$ cat config.mk
export PLATFORM = sky130hd
export DESIGN_NAME = spi_reg_bridge
export DESIGN_NICKNAME = d
export VERILOG_FILES = /design/src/rtl/spi_reg_pkg.sv /design/src/rtl/spi_pin_sync.sv /design/src/rtl/spi_reg_bridge.sv
export SDC_FILE = /design/constraint.sdc
export NUM_CORES = 1
export LEC_CHECK = 0
export ABC_CLOCK_PERIOD_IN_PS = 4750
export BUFFER_PORTS_ARGS = -buffer_cell sky130_fd_sc_hd__buf_2
export CAP_MARGIN = 20
export CORE_AREA = 2 2 84 86
export CTS_BUF_LIST = sky130_fd_sc_hd__clkbuf_8
export CTS_CLUSTER_SIZE = 24
export DETAILED_ROUTE_END_ITERATION = 10
export DIE_AREA = 0 0 86 88
export GPL_ROUTABILITY_DRIVEN = 0
export PLACE_DENSITY = 0.62
export SETUP_SLACK_MARGIN = 0.02
export SLEW_MARGIN = 20
export SYNTH_ARGS = -nofsm -noshare
export SYNTH_HDL_FRONTEND = slang
export SYNTH_SLANG_ARGS = --single-unit
$ cat constraint.sdc
create_clock -name clk_i -period 4.75 [get_ports clk_i]
set_clock_uncertainty 0.2 [all_clocks]
set_input_delay 0.475 -clock clk_i [delete_from_list [all_inputs] [get_ports clk_i]]
set_output_delay 0.475 -clock clk_i [all_outputs]
set_load 0.01 [all_outputs]
$ cat src/rtl/spi_reg_pkg.sv
// Shared types and constants for the SPI-to-register bridge.
package spi_reg_pkg;

   typedef enum logic [2:0] {
      IDLE,
      HDR,
      RD_REQ,
      RD_CAP,
      DATA,
      WR_REQ,
      DONE
   } state_e;

   localparam int         FRAME_BITS        = 16;
   localparam int         HDR_BITS          = 8;
   localparam logic       CMD_WRITE         = 1'b1;
   localparam logic [7:0] READ_INVALID_DATA = 8'h00;

endpackage

$ cat src/rtl/spi_pin_sync.sv
// Synchronizer plus registered edge detector for one asynchronous SPI pin.
module spi_pin_sync #(
   parameter int   SYNC_STAGES = 2,
   parameter logic RST_VAL     = 1'b0
) (
   input  logic clk_i,
   input  logic rst_i,
   input  logic pin_i,
   output logic level_o,
   output logic rise_o,
   output logic fall_o
);

   logic [SYNC_STAGES-1:0] sync_q;
   logic                   level_q;
   logic                   rise_q;
   logic                   fall_q;

   // Edges are registered alongside the level, so they appear SYNC_STAGES+1 clocks after the pin.
   always_ff @(posedge clk_i or posedge rst_i) begin
      if (rst_i) begin
         sync_q  <= {SYNC_STAGES{RST_VAL}};
         level_q <= RST_VAL;
         rise_q  <= 1'b0;
         fall_q  <= 1'b0;
      end else begin
         sync_q  <= {sync_q[SYNC_STAGES-2:0], pin_i};
         level_q <= sync_q[SYNC_STAGES-1];
         rise_q  <= sync_q[SYNC_STAGES-1] & ~level_q;
         fall_q  <= ~sync_q[SYNC_STAGES-1] & level_q;
      end
   end

   assign level_o = level_q;
   assign rise_o  = rise_q;
   assign fall_o  = fall_q;

endmodule

$ cat src/rtl/spi_reg_bridge.sv
// SPI mode-0 slave that turns 16-bit frames into single-cycle register read/write strobes.
module spi_reg_bridge
   import spi_reg_pkg::*;
#(
   parameter int N               = 8,
   parameter int NUM_STATUS_REGS = ((N + 7) / 8 < 1) ? 1 : (N + 7) / 8,
   parameter int ADDR_SIZE       = $clog2(N + NUM_STATUS_REGS),
   parameter int SYNC_STAGES     = 2
) (
   input  logic                 clk_i,
   input  logic                 rst_i,
   input  logic                 sclk_i,
   input  logic                 cs_n_i,
   input  logic                 mosi_i,
   output logic                 miso_o,
   output logic                 acc_en_o,
   output logic                 wr_en_o,
   output logic [ADDR_SIZE-1:0] addr_o,
   output logic [7:0]           wdata_o,
   input  logic [7:0]           rdata_i,
   output logic                 err_o
);

   localparam int NUM_REGS = N + NUM_STATUS_REGS;

   logic sclk_lvl, sclk_rise, sclk_fall;
   logic cs_lvl, cs_rise, cs_fall;
   logic mosi_lvl, mosi_rise, mosi_fall;
   logic unused_edges;

   // cs_n resets to "low" so a host already selected at reset release never produces a falling edge.
   spi_pin_sync #(.SYNC_STAGES(SYNC_STAGES), .RST_VAL(1'b0)) u_sync_sclk (
      .clk_i(clk_i), .rst_i(rst_i), .pin_i(sclk_i),
      .level_o(sclk_lvl), .rise_o(sclk_rise), .fall_o(sclk_fall));

   spi_pin_sync #(.SYNC_STAGES(SYNC_STAGES), .RST_VAL(1'b0)) u_sync_cs (
      .clk_i(clk_i), .rst_i(rst_i), .pin_i(cs_n_i),
      .level_o(cs_lvl), .rise_o(cs_rise), .fall_o(cs_fall));

   spi_pin_sync #(.SYNC_STAGES(SYNC_STAGES), .RST_VAL(1'b0)) u_sync_mosi (
      .clk_i(clk_i), .rst_i(rst_i), .pin_i(mosi_i),
      .level_o(mosi_lvl), .rise_o(mosi_rise), .fall_o(mosi_fall));

   assign unused_edges = &{1'b0, sclk_lvl, cs_rise, mosi_rise, mosi_fall};

   state_e               state_q, state_d;
   logic [4:0]           cnt_q, cnt_d;
   logic [7:0]           rx_q, rx_d;
   logic [7:0]           tx_q, tx_d;
   logic                 miso_q, miso_d;
   logic [ADDR_SIZE-1:0] addr_q, addr_d;
   logic [7:0]           wdata_q, wdata_d;
   logic                 err_q, err_d;
   logic                 hdr_wr_q, hdr_wr_d;
   logic [6:0]           hdr_addr_q, hdr_addr_d;
   logic                 extra_q, extra_d;
   logic                 acc_en, wr_en;
   logic [7:0]           rx_shift;

   function automatic logic addr_ok(input logic [6:0] a);
      return ((a >> ADDR_SIZE) == 7'd0) && ({25'd0, a} < 32'(NUM_REGS));
   endfunction

   assign rx_shift = {rx_q[6:0], mosi_lvl};

   always_ff @(posedge clk_i or posedge rst_i) begin
      if (rst_i) begin
         state_q    <= IDLE;
         cnt_q      <= '0;
         rx_q       <= '0;
         tx_q       <= '0;
         miso_q     <= 1'b0;
         addr_q     <= '0;
         wdata_q    <= '0;
         err_q      <= 1'b0;
         hdr_wr_q   <= 1'b0;
         hdr_addr_q <= '0;
         extra_q    <= 1'b0;
      end else begin
         state_q    <= state_d;
         cnt_q      <= cnt_d;
         rx_q       <= rx_d;
         tx_q       <= tx_d;
         miso_q     <= miso_d;
         addr_q     <= addr_d;
         wdata_q    <= wdata_d;
         err_q      <= err_d;
         hdr_wr_q   <= hdr_wr_d;
         hdr_addr_q <= hdr_addr_d;
         extra_q    <= extra_d;
      end
   end

   always_comb begin
      state_d    = state_q;
      cnt_d      = cnt_q;
      rx_d       = rx_q;
      tx_d       = tx_q;
      miso_d     = 1'b0;
      addr_d     = addr_q;
      wdata_d    = wdata_q;
      err_d      = 1'b0;
      hdr_wr_d   = hdr_wr_q;
      hdr_addr_d = hdr_addr_q;
      extra_d    = extra_q;
      acc_en     = 1'b0;
      wr_en      = 1'b0;
      unique case (state_q)
         IDLE: begin
            if (cs_fall) begin
               cnt_d   = '0;
               rx_d    = '0;
               tx_d    = '0;
               extra_d = 1'b0;
               state_d = HDR;
            end
         end
         HDR: begin
            if (cs_lvl) begin
               err_d   = 1'b1;
               state_d = IDLE;
            end else if (sclk_rise) begin
               rx_d  = rx_shift;
               cnt_d = cnt_q + 5'd1;
               if (cnt_q == 5'(HDR_BITS - 1)) begin
                  hdr_wr_d   = rx_shift[7];
                  hdr_addr_d = rx_shift[6:0];
                  if (rx_shift[7] == CMD_WRITE) begin
                     state_d = DATA;
                  end else if (addr_ok(rx_shift[6:0])) begin
                     addr_d  = rx_shift[ADDR_SIZE-1:0];
                     state_d = RD_REQ;
                  end else begin
                     tx_d    = READ_INVALID_DATA;
                     state_d = DATA;
                  end
               end
            end
         end
         RD_REQ: begin
            acc_en  = 1'b1;
            state_d = RD_CAP;
         end
         // The read always completes; a cs_n rise seen meanwhile is honoured here.
         RD_CAP: begin
            tx_d = rdata_i;
            if (cs_lvl) begin
               err_d   = 1'b1;
               state_d = IDLE;
            end else begin
               state_d = DATA;
            end
         end
         DATA: begin
            miso_d = miso_q;
            if (cs_lvl) begin
               miso_d  = 1'b0;
               err_d   = 1'b1;
               state_d = IDLE;
            end else begin
               if (sclk_fall && (hdr_wr_q != CMD_WRITE)) begin
                  miso_d = tx_q[7];
                  tx_d   = {tx_q[6:0], 1'b0};
               end
               if (sclk_rise) begin
                  rx_d  = rx_shift;
                  cnt_d = cnt_q + 5'd1;
                  if (cnt_q == 5'(FRAME_BITS - 1)) begin
                     if ((hdr_wr_q == CMD_WRITE) && addr_ok(hdr_addr_q)) begin
                        addr_d  = hdr_addr_q[ADDR_SIZE-1:0];
                        wdata_d = rx_shift;
                        state_d = WR_REQ;
                     end else begin
                        state_d = DONE;
                     end
                  end
               end
            end
         end
         WR_REQ: begin
            acc_en  = 1'b1;
            wr_en   = 1'b1;
            state_d = DONE;
         end
         DONE: begin
            if (sclk_rise) begin
               extra_d = 1'b1;
            end
            if (cs_lvl) begin
               err_d   = extra_q | sclk_rise;
               state_d = IDLE;
            end
         end
         default: state_d = IDLE;
      endcase
   end

   assign miso_o   = miso_q;
   assign acc_en_o = acc_en;
   assign wr_en_o  = wr_en;
   assign addr_o   = addr_q;
   assign wdata_o  = wdata_q;
   assign err_o    = err_q;

endmodule

* Word level (Yosys, flattened, before mapping)
Cells that the tools add are included.
Word-level totals: output and inout bits 16, register bits 58
Cells by class: eq/ne operators 29, $add $sub $neg 1, reduce and logical (&&, ||, !) cells 21, multiplexer cells 50, bitwise logic cells 9, $lt $le $gt $ge 2
Operators with widths (count):
- 2-to-1 mux 8 bit | 8
- 2-to-1 mux 4 bit | 9
- 2-to-1 mux 3 bit | 11
- one-hot mux 8 bit (4 select lines) | 1
- one-hot mux 3 bit (7 select lines) | 1
- inequality test 2 bit (second input constant) | 10
- 2-to-1 mux 5 bit | 3
- logical NOT 7 bit | 2
- < comparator 7 x 4 -> 1 bit (second input constant) | 2
- 2-to-1 mux 7 bit | 2
- one-hot mux 7 bit (2 select lines) | 1
- inequality test 2 x 1 -> 1 bit (second input constant) | 6
- one-hot mux 5 bit (2 select lines) | 1
- AND reduction 10 bit | 1
- == test 3 bit (second input constant) | 3
- 2-to-1 mux 1 bit | 9
- inequality test 3 x 2 -> 1 bit (second input constant) | 3
- AND reduction 9 bit | 1
- one-hot mux 4 bit (2 select lines) | 1
- AND reduction 4 bit | 2
- == test 3 x 2 -> 1 bit (second input constant) | 2
- inequality test 3 x 1 -> 1 bit (second input constant) | 2
- AND reduction 6 bit | 1
- nonzero test 2 bit | 3
- 16 further kinds | 27

* Logic depth before layout (Yosys ltp)
depth after elaboration 8, depth in mapped cells 7, depth with buffers taken out 7

* By module
From an unflattened synthesis, not the netlist that was laid out.
Unflattened totals: cell total of the unflattened synthesis 239, area total of the unflattened synthesis 2761.4 sq um
By module, submodules not included:
- spi_reg_bridge | sequential area each 1151.1 sq um, area each 2329.7 sq um, cells an instance 215, times used 1
- spi_pin_sync | sequential area each 125.1 sq um, area each 143.9 sq um, cells an instance 8, times used 3

* Worst setup path before layout
No wires, ideal clock.
kind reg2reg, start point reg cnt_q[0], end point reg tx_q[3], library setup time 128 ps, setup slack 2719 ps, arrival time 1703 ps, period minus slack after synthesis 2031 ps, stages on the path, launching flop included 8, cells stage by stage dfrtp_1 ha_1 and4bb_1 nand2_1 a211oi_1 o311a_1 buf_2 mux2_1
Between the ends: longest elaborated chain between the ends 3
RTL lines:
- from (decl) | line spi_reg_bridge.sv:47 | logic [4:0] cnt_q, cnt_d;
- from (signal assigned) | line spi_reg_bridge.sv:81 | cnt_q <= cnt_d;
- == test 5 x 3 -> 1 bit | line spi_reg_bridge.sv:125 | if (cnt_q == 5'(HDR_BITS - 1)) begin
- inequality test 2 bit (no line)
- AND reduction 9 bit (no line)
- to (signal assigned) | line spi_reg_bridge.sv:83 | tx_q <= tx_d;
- to (decl) | line spi_reg_bridge.sv:49 | logic [7:0] tx_q, tx_d;
No other way between the ends. A chain may end at the register's enable or synchronous reset.

* Final worst setup path
start point reg state_q[2], end point reg addr_q[3] (netlist: addr_o[3])
Between the ends: longest elaborated chain between the ends 3, elaborated cells on any way between the ends 14
RTL lines:
- from (decl) | line spi_reg_bridge.sv:46 | state_e state_q, state_d;
- from (signal assigned) | line spi_reg_bridge.sv:80 | state_q <= state_d;
- == test 3 bit or == test 3 x 1 -> 1 bit (tied branches) | line spi_reg_bridge.sv:108 | unique case (state_q)
- inequality test 2 x 1 -> 1 bit (no line), or another cell as far along
- AND reduction 10 bit (no line)
- to (signal assigned) | line spi_reg_bridge.sv:85 | addr_q <= addr_d;
- to (decl) | line spi_reg_bridge.sv:51 | logic [ADDR_SIZE-1:0] addr_q, addr_d;
Several ways; a longest one is shown, not always the timed one.

==> flow_metrics.py <==
metrics = {
    "worst_hold_path": {
        "min_path_cells": 1,
        "min-delay-path-class": "in2reg",
        "endpoint_worst_hold": "u_sync_mosi.sync_q[0]$_DFF_PP0_",
        "worst_hold_startpoint": "mosi_i",
    },
    "clocking": {
        "clock_tree.buffer_depth": 2,
        "cts_resized": 0,
        "setup_fix_buffers_added_after_clock_tree_synthesis": 0,
        "cts_hold_repair.buffers": 0,
        "cts_htree_levels": 3,
        "numClockSinks": 58,
        "cts_buffers": 9,
        "cts.clk_slew.worst_paths_ps": 60,
        "clock_insertion_delay_worst_skew_ps": 340,
        "clockRootBuffer": "clkbuf_8",
        "cts_tree": "yes",
    },
    "grt": {
        "globalRouteOverflowTotal": 0,
        "grt_pass1_vias": 1578,
        "maximum_number_of_pins_on_one_net_before_global_route_repair": 59,
        "gr-usage-all-layers_pct": 14.1,
        "grt_first_pass_wirelength_mm": 8.03,
        "grt_antenna_before_repair": 0,
    },
    "worst_setup_path": {
        "rr_startpoint": "state_q[2]$_DFFE_PP0P_",
        "setup.worst_path.class": "reg2reg",
        "cp.required_ps": 4770,
        "timing.rr.end": "addr_o[3]$_DFFE_PP0P_",
        "worst_setup_path_start_kind": "flop",
        "worst_reg2reg_path_length_in_cells": 5,
        "timing.critical_path.fanout_max": 14,
        "reg2reg_setup_slack_ps": 2340,
        "endpoint_kind": "flop",
        "critical_path_arrival_ps": 2440,
    },
    "layout": {
        "fillCellCount": 639,
        "multi_input_area_um2": 1070,
        "antenna_cells": 0,
        "layout-drive-gt1-share_pct": 29.5,
        "final_core_util_pct": 44.5,
        "final-seq-area_um2": 1450,
        "syn2layout_area_growth_pct": 13.8,
        "fin_nets": 272,
    },
    "placed_design": {
        "placement.io_buffers": 28,
        "hpwl_mm": 3.29,
    },
    "floorplanning": {
        "placeableCoreArea_um2": 6640,
        "initial_utilization_pct": 39.1,
        "row_count": 30,
        "dieArea_um2": 7570,
        "ios": 29,
        "floorplan.die.height_um": 88,
        "die_w_um": 86,
    },
    "sta": {
        "tightestPinTransition_ps": 833,
        "hold_violations_final": 0,
        "slew-limit-headroom_pct": 44.2,
        "fin_crit_sh_pct": 50.8,
        "rsz0062_at_grt": "no",
        "fmax_mhz": 415,
        "final.setup.tns_ps": 0,
        "fin_hold_ws_ps": 40.3,
        "report.final.setup_viol": 0,
        "finalMaxSlewViolations": 0,
        "finalWorstPathRequiredPeriod_ps": 2410,
    },
    "logic_synthesis": {
        "syn-instance-count": 225,
        "netlist.top_cell.by_area": "dfrtp_1",
        "postSynthAreaPerCell_um2": 11.5,
        "syn-num-nets": 240,
        "synth.top_cells.by_area": "dfrtp_1 (56%), mux2_2 (9.5%), nand2_1 (5.5%), o21ai_0 (2.5%), mux2_4 (2.3%)",
        "synth.distinct_cells": 45,
        "synth.ff_latch_count": 58,
        "synth.yosys.warnings": 0,
        "yosys_most_used_dff": "dfrtp_1",
        "yosys.area.top_type_share_pct": 55.9,
        "synth.cell_area_um2": 2600,
        "number_of_synthesized_flops_with_an_enable_pin": 0,
        "share_of_the_yosys_chip_area_belonging_to_registers_pct": 55.9,
        "commonest_cells_in_the_netlist": "dfrtp_1 (58), nand2_1 (38), mux2_2 (22), o21ai_0 (13), nor2_1 (9)",
        "async_flop_share_pct": 100,
        "leading_cell_type_by_number_of_instances_after_synthesis": "dfrtp_1",
    },
    "detailed_routing": {
        "drcViolationCount": 0,
        "routed_via_density": 5.18,
        "starting_drc_count_in_detailed_routing": 114,
        "routedWlPerCell_um": 14.3,
        "detail_route.first_pass.iterations": 4,
        "antenna_left": 0,
        "detailroute.via_count": 1767,
        "wirelength_mm": 4.87,
    },
    "power_and_ir_drop": {
        "power.share.clock_pct": 27.4,
        "seqPwrFrac_pct": 48.9,
        "combinationalPowerShare_pct": 23.7,
        "power.internal_mw": 0.869,
        "switching_power_mw": 0.446,
        "power.switching_fraction_pct": 33.9,
        "power.total_mw": 1.31,
        "peakVddDrop_mv": 0.237,
        "cellPowerDensity_nw_per_um2": 445,
        "power.static_leakage_nw": 1.48,
    },
    "flow_run": {
        "maxCapViolations": 0,
    },
    "outcome": {
        "result_of_the_run": "finished, final reports clean",
    },
}
-- metrics by stage --
stage	setup slack, ps	instances	cell area, um2
floorplan	2650	225	2600
global placement	2370	326	2800
detailed placement	2330	326	2800
CTS	2330	341	2960
global route	2130	341	2960
finish	2340	341	2960
-- metal layers --
layer  vias up  global-route usage (%)  share of wire [%]
li1        855                       -                  -
met1       855                    18.4                 47
met2        46                    21.1                 46
met3        11                    4.62                5.0
met4         0                    7.36                2.0
met5         -                       0                  0
-- power by group through the flow --
| stage | Combinational [mW] | Sequential [mW] | Clock (mW) |
|---|---|---|---|
| floorplan | 0.284 | 0.607 | 0 |
| global placement | 0.312 | 0.647 | 0 |
| detailed placement | 0.315 | 0.649 | 0 |
| CTS | 0.316 | 0.641 | 0.377 |
| global route | 0.352 | 0.654 | 0.396 |
| finish | 0.312 | 0.642 | 0.360 |
-- placed cells by master (no fill, tap or decap), types with 2 or more instances in the layout --
master    instances
buf_2            28
a31oi_1           3
mux2i_1           2
dfrtp_1          58
a21o_1            2
and3_1            2
xnor2_1           2
a22o_1            6
a21oi_1           6
o21ai_0          13
ha_1              2
mux2_4            4
nor2b_1           2
inv_2             2
nand2_1          38
o22ai_1           2
mux2_2           22
inv_1             8
nand2b_1          3
nand3_1           8
nor3_1            3
nor4_1            2
clkbuf_8          9
nor2_1            9
clkinv_2          4
-- state kept, by name, summed over array words and instances (netlist names) --
| signal | flops |
|---|---|
| hdr_wr_q | 1 |
| u_sync_sclk.sync_q | 2 |
| addr_o | 4 |
| u_sync_cs.level_o | 1 |
| u_sync_sclk.rise_o | 1 |
| extra_q | 1 |
| state_q | 3 |
| u_sync_sclk.level_o | 1 |
| err_o | 1 |
| hdr_addr_q | 7 |
| u_sync_sclk.fall_o | 1 |
| u_sync_mosi.sync_q | 2 |
| wdata_o | 8 |
| rx_q | 7 |
| miso_o | 1 |
| u_sync_mosi.level_o | 1 |
| tx_q | 8 |
| u_sync_cs.fall_o | 1 |
| u_sync_cs.sync_q | 2 |
| cnt_q | 5 |
-- critical path, cell delays in order (launching register included) --
cell,delay (ps)
dfrtp_1,590
inv_1,190
nor3_4,490
nand4_4,310
o21ai_4,200
mux2_4,320
-- cell families (layout without fill, tap and decap cells) --
group | after synthesis | in the layout | synth area share, %
xor+xnor | 2 | 2 | 0.675
simple gates | 77 | 77 | 15.4
flops | 58 | 58 | 55.9
compound gates | 41 | 41 | 11.3
fa+ha+maj | 2 | 2 | 0.964
buf+inv | 16 | 52 | 2.70
mux | 29 | 29 | 13.1
-- worst max-delay path by stage --
stage / from / to / slack [ps] / depth (start not counted)
finish: state_q[2]$_DFFE_PP0P_ / addr_o[3]$_DFFE_PP0P_ / 2340 / 5
floorplan: rst_i / addr_o[0]$_DFFE_PP0P_ / 2650 / 1
CTS: state_q[2]$_DFFE_PP0P_ / addr_o[1]$_DFFE_PP0P_ / 2330 / 5
global route: u_sync_cs.level_o$_DFF_PP0_ / cnt_q[3]$_DFFE_PP0P_ / 2130 / 5
global placement: u_sync_cs.level_o$_DFF_PP0_ / cnt_q[3]$_DFFE_PP0P_ / 2370 / 5
detailed placement: state_q[2]$_DFFE_PP0P_ / addr_o[0]$_DFFE_PP0P_ / 2330 / 5
-- layout make-up --
| cell class | count | share of cell area, % |
|---|---|---|
| clock inverter | 6 | 0.931 |
| sequential | 58 | 49.1 |
| clock buffer | 9 | 4.19 |
| timing repair buffer | 29 | 5.00 |
| inverter | 8 | 1.02 |
| tap | 80 | 3.39 |
| multi-input combinational | 151 | 36.4 |
(Power assumes the default switching activity.)
